==> src/rtl/uart_pkg.sv <==
// +--------------------------------------------------------------------------+
// | uart_pkg: shared UART types, oversampling constant and baud helper.      |
// | Revision: 1.0                                                            |
// +--------------------------------------------------------------------------+
`timescale 1ns/1ps
`default_nettype none

package uart_pkg;

  typedef enum logic [1:0] {
    IDLE  = 2'd0,
    START = 2'd1,
    DATA  = 2'd2,
    STOP  = 2'd3
  } tx_state_t;

  localparam int OVERSAMPLE = 16;

  function automatic int baud_div(input int clk_freq, input int baud);
    return clk_freq / (baud * OVERSAMPLE);
  endfunction

endpackage

`default_nettype wire

==> src/rtl/baud_tick_gen.sv <==
// +--------------------------------------------------------------------------+
// | baud_tick_gen: single-cycle tick every DIV clocks, restarted by clear.   |
// | Revision: 1.0                                                            |
// +--------------------------------------------------------------------------+
`timescale 1ns/1ps
`default_nettype none

module baud_tick_gen #(
  parameter int DIV = 651
) (
  input  logic clk,
  input  logic rst,
  input  logic clear,
  output logic tick
);

  localparam int                c_CNT_W = (DIV > 1) ? $clog2(DIV) : 1;
  localparam logic [c_CNT_W-1:0] c_LAST = c_CNT_W'(DIV - 1);

  logic [c_CNT_W-1:0] r_cnt;

  always_ff @(posedge clk) begin
    if (!rst) begin
      r_cnt <= '0;
    end else if (clear || (r_cnt == c_LAST)) begin
      r_cnt <= '0;
    end else begin
      r_cnt <= r_cnt + 1'b1;
    end
  end

  // First tick lands DIV clocks after clear, so a bit lasts exactly 16*DIV.
  assign tick = (r_cnt == c_LAST);

endmodule

`default_nettype wire

==> src/rtl/fifo_uart_tx.sv <==
// +--------------------------------------------------------------------------+
// | fifo_uart_tx: pops bytes from a FWFT FIFO and sends them as 8N1 UART.    |
// | Revision: 1.0                                                            |
// +--------------------------------------------------------------------------+
`timescale 1ns/1ps
`default_nettype none

module fifo_uart_tx
  import uart_pkg::*;
#(
  parameter int CLK_FREQ   = 100_000_000,
  parameter int BAUD       = 9600,
  parameter int DATA_WIDTH = 8
) (
  input  logic                  clk,
  input  logic                  rst,
  input  logic                  fifo_empty,
  input  logic [DATA_WIDTH-1:0] fifo_rdata,
  output logic                  fifo_re,
  output logic                  tx,
  output logic                  tx_busy,
  output logic                  tx_done
);

  localparam int c_DIV = baud_div(CLK_FREQ, BAUD);

  tx_state_t             r_state;
  logic [DATA_WIDTH-1:0] r_shift;
  logic [2:0]            r_bit_idx;
  logic [3:0]            r_tick_cnt;
  logic                  r_tx;
  logic                  r_done;
  logic                  w_pop;
  logic                  w_tick;

  assign w_pop   = rst && (r_state == IDLE) && !fifo_empty;
  assign fifo_re = w_pop;
  assign tx_busy = (r_state != IDLE) || w_pop;
  assign tx      = r_tx;
  assign tx_done = r_done;

  baud_tick_gen #(
    .DIV (c_DIV)
  ) u_tick (
    .clk   (clk),
    .rst   (rst),
    .clear (w_pop),
    .tick  (w_tick)
  );

  always_ff @(posedge clk) begin
    if (!rst) begin
      r_state    <= IDLE;
      r_shift    <= '0;
      r_bit_idx  <= 3'd0;
      r_tick_cnt <= 4'd0;
      r_tx       <= 1'b1;
      r_done     <= 1'b0;
    end else begin
      r_done <= 1'b0;
      case (r_state)
        IDLE: begin
          r_tx <= 1'b1;
          if (w_pop) begin
            r_shift    <= fifo_rdata;
            r_bit_idx  <= 3'd0;
            r_tick_cnt <= 4'd0;
            r_tx       <= 1'b0;
            r_state    <= START;
          end
        end
        START: begin
          if (w_tick) begin
            r_tick_cnt <= r_tick_cnt + 4'd1;
            if (r_tick_cnt == 4'd15) begin
              r_bit_idx <= 3'd0;
              r_tx      <= r_shift[0];
              r_state   <= DATA;
            end
          end
        end
        DATA: begin
          if (w_tick) begin
            r_tick_cnt <= r_tick_cnt + 4'd1;
            if (r_tick_cnt == 4'd15) begin
              r_shift   <= r_shift >> 1;
              r_bit_idx <= r_bit_idx + 3'd1;
              // Drive the next line level together with the shift so tx stays registered.
              if (r_bit_idx == 3'd7) begin
                r_tx    <= 1'b1;
                r_state <= STOP;
              end else begin
                r_tx <= r_shift[1];
              end
            end
          end
        end
        STOP: begin
          if (w_tick) begin
            r_tick_cnt <= r_tick_cnt + 4'd1;
            if (r_tick_cnt == 4'd15) begin
              r_done  <= 1'b1;
              r_state <= IDLE;
            end
          end
        end
        default: begin
          r_tx    <= 1'b1;
          r_state <= IDLE;
        end
      endcase
    end
  end

endmodule

`default_nettype wire

==> config.mk <==
export PLATFORM = sky130hd
export DESIGN_NAME = fifo_uart_tx
export DESIGN_NICKNAME = d
export VERILOG_FILES = /design/src/rtl/uart_pkg.sv /design/src/rtl/baud_tick_gen.sv /design/src/rtl/fifo_uart_tx.sv
export SDC_FILE = /design/constraint.sdc
export NUM_CORES = 1
export LEC_CHECK = 0
export BUFFER_PORTS_ARGS = -buffer_cell sky130_fd_sc_hd__clkbuf_2
export CORE_MARGIN = 1.5
export CORE_UTILIZATION = 45
export CTS_BUF_LIST = sky130_fd_sc_hd__clkbuf_16
export DETAILED_ROUTE_END_ITERATION = 7
export PLACE_DENSITY = 0.6
export SYNTH_ARGS = -nofsm -noshare
export SYNTH_HDL_FRONTEND = slang
export SYNTH_HIERARCHICAL = 1
export SYNTH_SLANG_ARGS = --single-unit
==> constraint.sdc <==
create_clock -name clk -period 5.2 [get_ports clk]
set_input_delay 1.04 -clock clk [delete_from_list [all_inputs] [get_ports clk]]
set_output_delay 1.04 -clock clk [all_outputs]
set_load 0.005 [all_outputs]
==> results.ini, run 1 <==
[sta]
timing_worst_slew_pin_value_ns=1.00
hold_viol_final=0
finalSetupViolCount=0
final.period_utilization_pct=61.9
timing.slew.headroom_pct=32.5
setup_repair_after_global_routing_missed_its_margin=no
timing.final.crit_period_ns=3.22
final.setup_skew_ns=0.00305
max_freq_ghz=0.311
finalSetupTns_ns=0
slew_viol_final=0
fin_worst_hold_slack_ns=0.470

[min_path]
timing.hold.worst.class=reg -> reg
hold_path_depth=2

[finish]
flow.area_growth_from_synthesis_pct=13.5
final-instance-count-excl-fill=227
antenna-diode-count=0
multiInputGateArea_um2=890
utilization_pct=52.9
register_area_um2=581
fillCellCount=334
design.final.nets=200
drive_above_1_share_pct=17.1

[setup_path]
critical_path.n_buffers_inverters=3
timing.critical_path.cells=clkbuf_2 > inv_1 > o21ai_2 > clkbuf_2
timing.critical_path.arrival_ns=2.18
cp_slowest_cell=sky130_fd_sc_hd__o21ai_2
critPathCaptureType=primary output
worstRegToRegCells=8
cp_slowest_stage_delay_ns=0.44
critical_path_required_ns=4.16
crit_type=in -> out
critical-path-top-cell-by-count=sky130_fd_sc_hd__clkbuf_2
worstSetupStartpointType=input port
path_max_fanout=16
critPathTopFamily=buffers and inverters
cp_num_cells=4

[cts]
ctsResizeCount=0
cts_hold_buf=0
clock_latency_ns=0.27
postCtsSetupBuffers=0
numCtsBuffers=5
numClockSinks=29
cts_max_path_buffers=2
clk_pin_slew_ns=0.05
cts_tree=done
htree_num_levels=2
cts-root-buf=sky130_fd_sc_hd__clkbuf_16

[power]
leakage_power_total_nw=0.686
vdd.ir_drop.worst_uv=284
power-per-cell-area_nw_per_um2=510
power_mw=0.900

[synthesis]
post-synth-top-area-fraction_pct=37.3
synth_enable_flop_cells=0
synth-warning-count=6
synth-seq-area-share_pct=37.3
synth_seq_cells=29
yosysTopAreaCell=sky130_fd_sc_hd__dfxtp_1
synthesis.nets=187
postSynth.asyncResetShare_pct=0
netlist-cell-type-count=45
syn-cell-area_um2=1560
synthFlopType=sky130_fd_sc_hd__dfxtp_1
netlist_instances=167
synthesis.area_per_instance_um2=9.31
ranking_of_synthesized_cells_by_area=sky130_fd_sc_hd__dfxtp_1, sky130_fd_sc_hd__mux2i_1, sky130_fd_sc_hd__ha_1

[route]
viasPerCell=5.35
remaining_drc_errors=0
routed_wire_length_per_instance_um=13.3
postRouteAntennaNets=0
postRouteWirelength_um=3020
vias=1214
drt_pre_antenna_iters=4
drt_iter0_drc=26

[global_routing]
grtUsageTotal_pct=18.9
grt-ovfl-total=0
first_global_vias=1153
antenna_found_initial=0
grt_max_degree=18
grt_first_pass_wirelength_um=5220

[floorplan]
io-pin-count=15
die_area_um2=3820
floorplan.rows=21
initial_utilization_pct=46.6
chipWidth_um=61.8
floorplan.core_area_um2=3340
dieHeight_um=61.8

[flow_run]
maxCapViolations=0

[placed_design]
gpl.final_weighted_congestion=0.795
dp.cells=219
portBuffers=14
place.detailed.hpwl_um=2160

[outcome]
outcome=completed

## state kept, by name (all words and copies together) (netlist names)
name / flops
r_bit_idx: 3
r_shift: 8
r_state: 2
r_tick_cnt: 4
tx: 1
tx_done: 1
u_tick/r_cnt: 10
## metal layers
metal / track usage (%) / vias up / wire length (µm)
met3: 5.59 / 4 / 84
met5: 0 / - / 0
met2: 30.4 / 16 / 1540
li1: - / 627 / -
met4: 7.29 / 0 / 38
met1: 24.0 / 567 / 1360
## through the flow
stage | setup slack (ns) | cell area [µm²]
2_1_floorplan | 2.77 | 1560
3_3_place_gp | 2.05 | 1630
3_5_place_dp | 2.01 | 1630
4_1_cts | 2.00 | 1770
5_1_grt | 1.87 | 1770
6_report | 1.98 | 1770
## cells by family after synthesis
| group | count (synthesis) | share of synthesized area, % |
|---|---|---|
| XOR/XNOR | 3 | 1.69 |
| buffers and inverters | 16 | 5.47 |
| AO/OA/AOI/OAI | 42 | 18.7 |
| AND/OR/NAND/NOR | 55 | 21.2 |
| adder cells (fa/ha/maj) | 9 | 7.24 |
| flip-flops | 29 | 37.3 |
| multiplexers | 13 | 8.37 |
## Yosys cell counts, types with 2 or more instances
| master | number |
|---|---|
| sky130_fd_sc_hd__a211oi_1 | 7 |
| sky130_fd_sc_hd__a21boi_0 | 2 |
| sky130_fd_sc_hd__a21oi_1 | 14 |
| sky130_fd_sc_hd__a22oi_1 | 2 |
| sky130_fd_sc_hd__and2_1 | 3 |
| sky130_fd_sc_hd__buf_2 | 2 |
| sky130_fd_sc_hd__buf_4 | 2 |
| sky130_fd_sc_hd__buf_6 | 2 |
| sky130_fd_sc_hd__clkbuf_1 | 2 |
| sky130_fd_sc_hd__dfxtp_1 | 29 |
| sky130_fd_sc_hd__ha_1 | 9 |
| sky130_fd_sc_hd__inv_1 | 8 |
| sky130_fd_sc_hd__mux2i_1 | 13 |
| sky130_fd_sc_hd__nand2_1 | 13 |
| sky130_fd_sc_hd__nand3_1 | 5 |
| sky130_fd_sc_hd__nand4_1 | 2 |
| sky130_fd_sc_hd__nor2_1 | 13 |
| sky130_fd_sc_hd__o21ai_0 | 7 |
| sky130_fd_sc_hd__o31ai_1 | 2 |
| sky130_fd_sc_hd__or3_1 | 3 |
| sky130_fd_sc_hd__or4_1 | 2 |
| sky130_fd_sc_hd__xor2_1 | 2 |
## layout make-up
class                   instances  area share, %
flip-flops and latches         29           32.9
multi-input cells             122           50.4
well taps                      46           3.26
clock inverters                 3          0.709
repair buffers                 14           3.97
inverters                       8           1.70
clock buffers                   5           7.09
## path summary, 6_finish.rpt
path | from | end | slack (ns)
max | rst | tx_busy | 1.98
min | r_bit_idx[2] | r_bit_idx[2] | 0.47
max reg2reg | u_tick/r_cnt[0] | r_shift[2] | 2.50
min reg2reg | r_bit_idx[2] | r_bit_idx[2] | 0.47
## layout by cell type, fill, tap and decap left out, types with 2 or more instances in the layout
| cell | instances |
|---|---|
| sky130_fd_sc_hd__clkbuf_2 | 14 |
| sky130_fd_sc_hd__inv_1 | 8 |
| sky130_fd_sc_hd__clkbuf_16 | 5 |
| sky130_fd_sc_hd__a211oi_1 | 7 |
| sky130_fd_sc_hd__a21boi_0 | 2 |
| sky130_fd_sc_hd__nand3_1 | 5 |
| sky130_fd_sc_hd__nand4_1 | 2 |
| sky130_fd_sc_hd__nand2_1 | 13 |
| sky130_fd_sc_hd__or4_1 | 2 |
| sky130_fd_sc_hd__o31ai_1 | 2 |
| sky130_fd_sc_hd__nor2_1 | 13 |
| sky130_fd_sc_hd__a22oi_1 | 2 |
| sky130_fd_sc_hd__a21oi_1 | 14 |
| sky130_fd_sc_hd__ha_1 | 9 |
| sky130_fd_sc_hd__or3_1 | 3 |
| sky130_fd_sc_hd__o21ai_0 | 7 |
| sky130_fd_sc_hd__dfxtp_1 | 29 |
| sky130_fd_sc_hd__clkinv_1 | 2 |
| sky130_fd_sc_hd__mux2i_1 | 13 |
| sky130_fd_sc_hd__xor2_1 | 2 |
| sky130_fd_sc_hd__and2_1 | 3 |
## power breakdown
group	switching (mW)	total, mW	internal, mW
Sequential	0.0289	0.296	0.267
Clock	0.0898	0.262	0.172
Combinational	0.198	0.343	0.145
Total	0.317	0.900	0.584
## worst register-to-register path, cell delays in order (launching register included)
cell                        delay (ns)
sky130_fd_sc_hd__dfxtp_1          0.34
sky130_fd_sc_hd__inv_1            0.07
sky130_fd_sc_hd__ha_1             0.19
sky130_fd_sc_hd__nand4bb_4        0.13
sky130_fd_sc_hd__nor4_1           0.84
sky130_fd_sc_hd__nand4_4          0.23
sky130_fd_sc_hd__a21oi_4          0.32
sky130_fd_sc_hd__and2_1           0.32
sky130_fd_sc_hd__a211oi_1         0.13
Power figures use the tool's default switching activity.
==> inputs of run 2 (changes only) <==
ABC_AREA = 1   (was default)
clock period = 3.2 ns   (was 5.2 ns; I/O delays follow)
==> run 2 against run 1 <==
Compared with the run above:
- clock power rose by 62%
- cell count rose by 34%
- highest routed layer unchanged
- count of clock-buffer cells in the layout did not move
- sequential power rose by 69%
- register-to-register slack got worse by 1.1 ns
- design area rose by 6.4%
- via count rose by 15%
- non-clock buffer count did not move
- first-iteration DRC count rose by 120%
- die area rose by 6.7%
- core utilization rose by 1.7 points
- global-route usage fell by 1.7 points
==> results.ini, run 2 <==
[global_routing]
met3_usage_pct=5.81  ; +0.22 points
antenna_found_initial=0  ; unchanged
grtUsageTotal_pct=17.3  ; -1.7 points
met1_usage_pct=23.2  ; -0.77 points
grt_first_pass_wirelength_um=5490  ; +5.2%
grt.met2_usage_pct=25.0  ; -5.4 points
busiest_layer=met2
grt-ovfl-total=0  ; unchanged
first_global_vias=1256  ; +8.9%
grt_max_degree=21  ; +3

[route]
postRouteAntennaNets=0  ; unchanged
postRouteWirelength_um=2960  ; -1.9%
remaining_drc_errors=0  ; unchanged
drt_iter0_drc=57  ; +120%
vias=1393  ; +15%
drt_pre_antenna_iters=4  ; unchanged
routed_wire_length_per_instance_um=9.71  ; -27%
viasPerCell=4.57  ; -15%

[outcome]
outcome=completed

[cts]
ctsResizeCount=0  ; unchanged
postCtsSetupBuffers=0  ; unchanged
htree_num_levels=2  ; unchanged
cts_hold_buf=0  ; unchanged
clock_latency_ns=0.27  ; about the same
clk_pin_slew_ns=0.05  ; about the same
cts_max_path_buffers=2  ; unchanged
cts_tree=done
numClockSinks=29  ; unchanged
cts-root-buf=sky130_fd_sc_hd__clkbuf_16
numCtsBuffers=5  ; unchanged

[synthesis]
synth.most_common_cell=sky130_fd_sc_hd__nand2_1
synth-seq-area-share_pct=34.9  ; -2.5 points
synthesis.nets=262  ; +40%
synth_xor_area_share_pct=2.63  ; +0.94 points
netlist_instances=242  ; +45%
synthFlopType=sky130_fd_sc_hd__dfxtp_1
synth-adder-area-share_pct=6.76  ; -0.48 points
netlist-cell-type-count=23  ; -49%
yosysTopAreaCell=sky130_fd_sc_hd__dfxtp_1
synth_seq_cells=29  ; unchanged
synth_compound_gate_area_share_pct=7.96  ; -11 points
syn-cell-area_um2=1670  ; +7.1%
post-synth-top-area-fraction_pct=34.9  ; -2.5 points
synth_enable_flop_cells=0  ; unchanged
yosys-mux-area-fraction_pct=0  ; -8.4 points
main_combinational_cell_family_by_area_after_synthesis=simple AND/OR/NAND/NOR gates
synth-warning-count=6  ; unchanged
commonest_cells_post_synth=sky130_fd_sc_hd__nand2_1, sky130_fd_sc_hd__nor2_1, sky130_fd_sc_hd__inv_1
synthesis.area_per_instance_um2=6.88  ; -26%
postSynth.asyncResetShare_pct=0  ; unchanged
ranking_of_synthesized_cells_by_area=sky130_fd_sc_hd__dfxtp_1, sky130_fd_sc_hd__nand2_1, sky130_fd_sc_hd__nor2_1
simple_gate_share_of_the_synthesized_area_pct=36.5  ; +15 points

[finish]
layout_common_cells=sky130_fd_sc_hd__nand2_1, sky130_fd_sc_hd__nor2_1, sky130_fd_sc_hd__inv_1
largestRegisters=u_tick/r_cnt: 10 flops, r_shift: 8 flops, r_tick_cnt: 4 flops
drive_above_1_share_pct=14.7  ; -2.5 points
multiInputGateArea_um2=897  ; +0.84%
antenna-diode-count=0  ; unchanged
number_of_flip_flops_under_the_largest_register_name=10  ; unchanged
max_flop_register=u_tick/r_cnt
flow.area_growth_from_synthesis_pct=12.8
mostFrequentLayoutCell=sky130_fd_sc_hd__nand2_1
register_area_um2=581  ; unchanged
final-instance-count-excl-fill=305  ; +34%
fillCellCount=341  ; +2.1%
design.final.nets=279  ; +40%

[sta]
slew_viol_final=0  ; unchanged
final.setup_skew_ns=0.00758  ; +0.00453 ns
timing.slew.headroom_pct=54.7  ; +22 points
finalSetupTns_ns=0  ; unchanged
max_freq_ghz=0.487
setup_repair_after_global_routing_missed_its_margin=no
finalSetupViolCount=0  ; unchanged
timing_worst_slew_pin_value_ns=0.679  ; -0.325 ns
timing.final.crit_period_ns=2.06
final.period_utilization_pct=64.2
hold_viol_final=0  ; unchanged

[placed_design]
portBuffers=14  ; unchanged
dp.cells=298  ; +36%
place.detailed.hpwl_um=2160  ; +0.34%
gpl.final_weighted_congestion=0.879  ; +11%

[floorplan]
die_area_um2=4070  ; +6.7%
initial_utilization_pct=48.4  ; +1.8 points
io-pin-count=15  ; unchanged
floorplan.rows=21  ; unchanged
floorplan.core_area_um2=3440  ; +3.1%
chipWidth_um=63.8  ; +3.3%
dieHeight_um=63.8  ; +3.3%

[setup_path]
crit_type=in -> out
timing.critical_path.arrival_ns=1.42  ; -0.76 ns
worstSetupStartpointType=input port
critical_path.reg2reg.startpoint=r_state[0]
worstRegToRegCells=7  ; -1
critPathCaptureType=primary output
path_max_fanout=20  ; +4
ff2ff_setup_slack_ns=1.39  ; -1.11 ns
critical_path_required_ns=2.56  ; -1.60 ns
r2r_end=r_shift[2]

[power]
leakage_power_total_nw=0.891  ; +30%
power-per-cell-area_nw_per_um2=757  ; +48%
vdd.ir_drop.worst_uv=437  ; +54%

[flow_run]
maxCapViolations=0  ; unchanged

[min_path]
timing.hold.worst.class=reg -> reg
hold_path.startpoint=tx
hold_path_depth=2  ; unchanged
hold_path_end=tx

==> run 2: cell count changes in the layout (fill, tap and decap cells not counted), moves of 3 or more <==
cell / before / now
sky130_fd_sc_hd__nand2_1: 13 / 64
sky130_fd_sc_hd__and2_1: 3 / 0
sky130_fd_sc_hd__a211oi_1: 7 / 0
sky130_fd_sc_hd__or3_1: 3 / 0
sky130_fd_sc_hd__inv_1: 8 / 34
sky130_fd_sc_hd__o21ai_0: 7 / 11
sky130_fd_sc_hd__a21oi_1: 14 / 7
sky130_fd_sc_hd__mux2i_1: 13 / 0
sky130_fd_sc_hd__nand3_2: 0 / 5
sky130_fd_sc_hd__nand3_1: 5 / 11
sky130_fd_sc_hd__nor2_1: 13 / 47
sky130_fd_sc_hd__nor2_4: 0 / 3
==> run 2: worst max-delay path by stage <==
stage | startpoint | endpoint | slack, ns | cells after the start
2_1_floorplan | rst | tx_busy | 1.52 | 3
3_3_place_gp | rst | fifo_re | 1.16 | 4
3_5_place_dp | rst | fifo_re | 1.14 | 4
4_1_cts | r_state[0] | tx_busy | 1.13 | 6
5_1_grt | r_state[1] | tx_busy | 0.99 | 6
6_report | rst | fifo_re | 1.14 | 4
==> run 2: cells by family after synthesis <==
| family | after synthesis |
|---|---|
| flops | 29 |
| compound gates | 22 |
| simple gates | 137 |
| buf+inv | 40 |
| fa+ha+maj | 9 |
| xor+xnor | 5 |
==> run 2: final cells by class <==
class | instances | share of cell area [%]
Multi-Input combinational cell | 173 | 47.8
Sequential cell | 29 | 30.9
Inverter | 36 | 7.46
Clock buffer | 5 | 6.66
Timing Repair Buffer | 14 | 3.73
Tap cell | 46 | 3.06
Clock inverter | 2 | 0.400
==> run 2: per-stage QoR <==
stage          setup WS [ns]  util [%]  power [mW]  hold slack [ns]  instance area [µm²]
6_report                1.14      54.6        1.42            0.477                 1880
5_1_grt                0.990      54.6        1.54            0.500                 1880
4_1_cts                 1.13      54.6        1.44            0.477                 1880
3_5_place_dp            1.14      50.7        1.01            0.458                 1750
3_3_place_gp            1.16      50.7        1.00            0.457                 1750
2_1_floorplan           1.52         -       0.915            0.440                 1670
==> run 2: layer usage <==
| metal | part of all wire (%) | vias to the layer above |
|---|---|---|
| li1 | - | 774 |
| met1 | 52 | 599 |
| met2 | 42 | 15 |
| met3 | 3.6 | 5 |
| met4 | 2.0 | 0 |
| met5 | 0 | - |
==> run 2: report_power, final <==
group | internal [mW] | switching (mW) | total [mW]
combinational | 0.178 | 0.319 | 0.498
sequential | 0.452 | 0.0479 | 0.500
clock | 0.276 | 0.148 | 0.425
total | 0.907 | 0.515 | 1.42
==> run 2: worst max-delay path, cell delays in order <==
cell	delay [ns]
sky130_fd_sc_hd__clkbuf_2	0.34
sky130_fd_sc_hd__nand3_1	0.21
sky130_fd_sc_hd__inv_1	0.11
sky130_fd_sc_hd__clkbuf_2	0.11
==> inputs of run 3 (changes only) <==
PLACE_DENSITY = 0.63   (was 0.6)
clock period = 1.65 ns   (was 3.2 ns; I/O delays follow)
==> run 3 against run 2 <==
Compared with the run above:
- core utilization is 4.6 points higher
- first-iteration DRC count is 21% higher
- global-route usage is 0.92 points higher
- sequential share of layout area is 2.3 points lower
- sequential cell count stayed put
- critical path depth is 2 higher
- register-to-register slack worse by 1.3 ns
- clock power is 93% higher
- critical path type is now reg -> out
- critical endpoint is now tx_busy
- highest routed layer unchanged
==> results.ini, run 3 (synthesis gave the netlist of run 2 again) <==
[outcome]
outcome=completed

[setup_path]
critPathCaptureType=primary output
timing.critical_path.arrival_ns=1.27  ; -0.15 ns
critPathTopFamily=flip-flops
timing.critical_path.cells=inv_2 > ha_4 > inv_2 > a21oi_4 > inv_1 > clkbuf_2
critical_path.n_buffers_inverters=4  ; +1
crit_type=reg -> out
critical_path_required_ns=1.32  ; -1.24 ns
cp_slowest_cell=sky130_fd_sc_hd__dfxtp_1
critical-path-top-cell-by-count=sky130_fd_sc_hd__inv_2
worstSetupStartpointType=flop
path_max_fanout=5  ; -75%
cp_slowest_stage_delay_ns=0.34  ; about the same

[finish]
design.final.nets=292  ; +4.7%
number_of_flip_flops_under_the_largest_register_name=10  ; unchanged
largestRegisters=u_tick/r_cnt: 10 flops, r_shift: 8 flops, r_tick_cnt: 4 flops
drive_above_1_share_pct=24.6  ; +10 points
flow.area_growth_from_synthesis_pct=22.3
finish.instance_area_um2=2040  ; +8.5%
final-instance-count-excl-fill=318  ; +4.3%
fillCellCount=328  ; -3.8%
utilization_pct=59.2  ; +4.6 points
multiInputGateArea_um2=961  ; +7.1%
mostFrequentLayoutCell=sky130_fd_sc_hd__nand2_1
register_area_um2=583  ; +0.43%
layout_common_cells=sky130_fd_sc_hd__nand2_1, sky130_fd_sc_hd__nor2_1, sky130_fd_sc_hd__inv_1
max_flop_register=u_tick/r_cnt
antenna-diode-count=0  ; unchanged

[cts]
cts_max_path_buffers=2  ; unchanged
numClockSinks=29  ; unchanged
cts_hold_buf=0  ; unchanged
htree_num_levels=2  ; unchanged
clock_latency_ns=0.27  ; about the same
clk_pin_slew_ns=0.05  ; about the same
numCtsBuffers=5  ; unchanged
cts_tree=done
cts-root-buf=sky130_fd_sc_hd__clkbuf_16

[sta]
timing.slew.headroom_pct=82.0  ; +27 points
final.period_utilization_pct=96.8
timing.final.crit_period_ns=1.60
setup_repair_after_global_routing_missed_its_margin=yes
finalSetupViolCount=0  ; unchanged
finalSetupTns_ns=0  ; unchanged
hold_viol_final=0  ; unchanged
timing_worst_slew_pin_value_ns=0.270  ; -0.409 ns
max_freq_ghz=0.626
slew_viol_final=0  ; unchanged
final.setup_skew_ns=0.00398  ; -0.00360 ns

[power]
power-per-cell-area_nw_per_um2=1450  ; +91%
leakage_power_total_nw=0.954  ; +7.1%
vdd.ir_drop.worst_uv=712  ; +63%

[route]
routed_wire_length_per_instance_um=10.3  ; +6.1%
postRouteWirelength_um=3270  ; +11%
drt_pre_antenna_iters=4  ; unchanged
drt_iter0_drc=69  ; +21%
vias=1470  ; +5.5%
remaining_drc_errors=0  ; unchanged
viasPerCell=4.62  ; +1.2%
postRouteAntennaNets=0  ; unchanged

[floorplan]
initial_utilization_pct=48.4  ; unchanged
dieHeight_um=63.8  ; unchanged
floorplan.rows=21  ; unchanged
floorplan.core_area_um2=3440  ; unchanged
die_area_um2=4070  ; unchanged
io-pin-count=15  ; unchanged
chipWidth_um=63.8  ; unchanged

[global_routing]
first_global_vias=1314  ; +4.6%
grt-ovfl-total=0  ; unchanged
grt_max_degree=12  ; -43%
grtUsageTotal_pct=18.2  ; +0.92 points
antenna_found_initial=0  ; unchanged
grt_first_pass_wirelength_um=5760  ; +5.0%

[placed_design]
dp.cells=308  ; +3.4%
portBuffers=14  ; unchanged
dpl-instance-area_um2=1820  ; +4.3%
place.detailed.hpwl_um=2320  ; +7.0%
gpl.final_weighted_congestion=0.780  ; -11%

[min_path]
timing.hold.worst.class=in -> reg

[flow_run]
maxCapViolations=0  ; unchanged

run 3: cell types whose count changed in the layout (fill, tap and decap cells not counted), moves of 3 or more:
cell                      delta
sky130_fd_sc_hd__buf_4      +12
sky130_fd_sc_hd__nand2_2     +3
sky130_fd_sc_hd__o21ai_1     +4
sky130_fd_sc_hd__ha_1        -3
sky130_fd_sc_hd__inv_2       +4
sky130_fd_sc_hd__inv_1       -4
sky130_fd_sc_hd__o21ai_0     -6
run 3: layout make-up:
class                   instances  area share (%)
well taps                      46            2.83
clock inverters                 2           0.369
clock buffers                   5            6.14
multi-input cells             174            47.2
inverters                      36            7.00
flip-flops and latches         29            28.6
repair buffers                 26            7.86
run 3: power breakdown:
group          switching, mW  leakage, nW  internal, mW
combinational          0.704        0.648         0.449
clock                  0.286       0.0685         0.536
sequential            0.0994        0.238         0.879
total                   1.09        0.954          1.86
run 3: worst paths after layout:
kind | startpoint | endpoint | slack, ns | depth (start not counted)
worst min-delay path | fifo_rdata[6] | r_shift[6] | 0.38 | 5
worst min register to register | tx | tx | 0.45 | 2
worst max register to register | u_tick/r_cnt[0] | r_shift[0] | 0.06 | 11
worst max-delay path | r_state[0] | tx_busy | 0.05 | 6
run 3: worst min-delay path, cell delays in order:
cell and delay [ns]:
sky130_fd_sc_hd__clkbuf_2 0.07, sky130_fd_sc_hd__nand2_1 0.04, sky130_fd_sc_hd__nand2_1 0.05, sky130_fd_sc_hd__o21ai_1 0.06, sky130_fd_sc_hd__nor2_1 0.07
run 3: layer usage:
| layer | GRT usage [%] | wire length (µm) |
|---|---|---|
| met3 | 5.99 | 121 |
| met4 | 8.97 | 71 |
| met1 | 23.4 | 1740 |
| met5 | 0 | 0 |
| met2 | 27.1 | 1350 |
run 3: stage by stage:
stage	power, mW	worst slack, ns	hold WS [ns]
final	2.95	0.0533	0.380
after global routing	3.22	-0.0288	0.435
after CTS	2.86	0.0284	0.398
after detailed placement	1.99	0.0433	0.446
after global placement	1.98	0.0519	0.442
after floorplan	1.78	0.125	0.440
run 3: what timing repair did:
action,CTS,global route
setup endpoints to repair,2,18
pin swaps,0,9
endpoints found under the hold margin,0,0
gates resized for setup,5,21
setup buffers,0,2
cloned,0,1
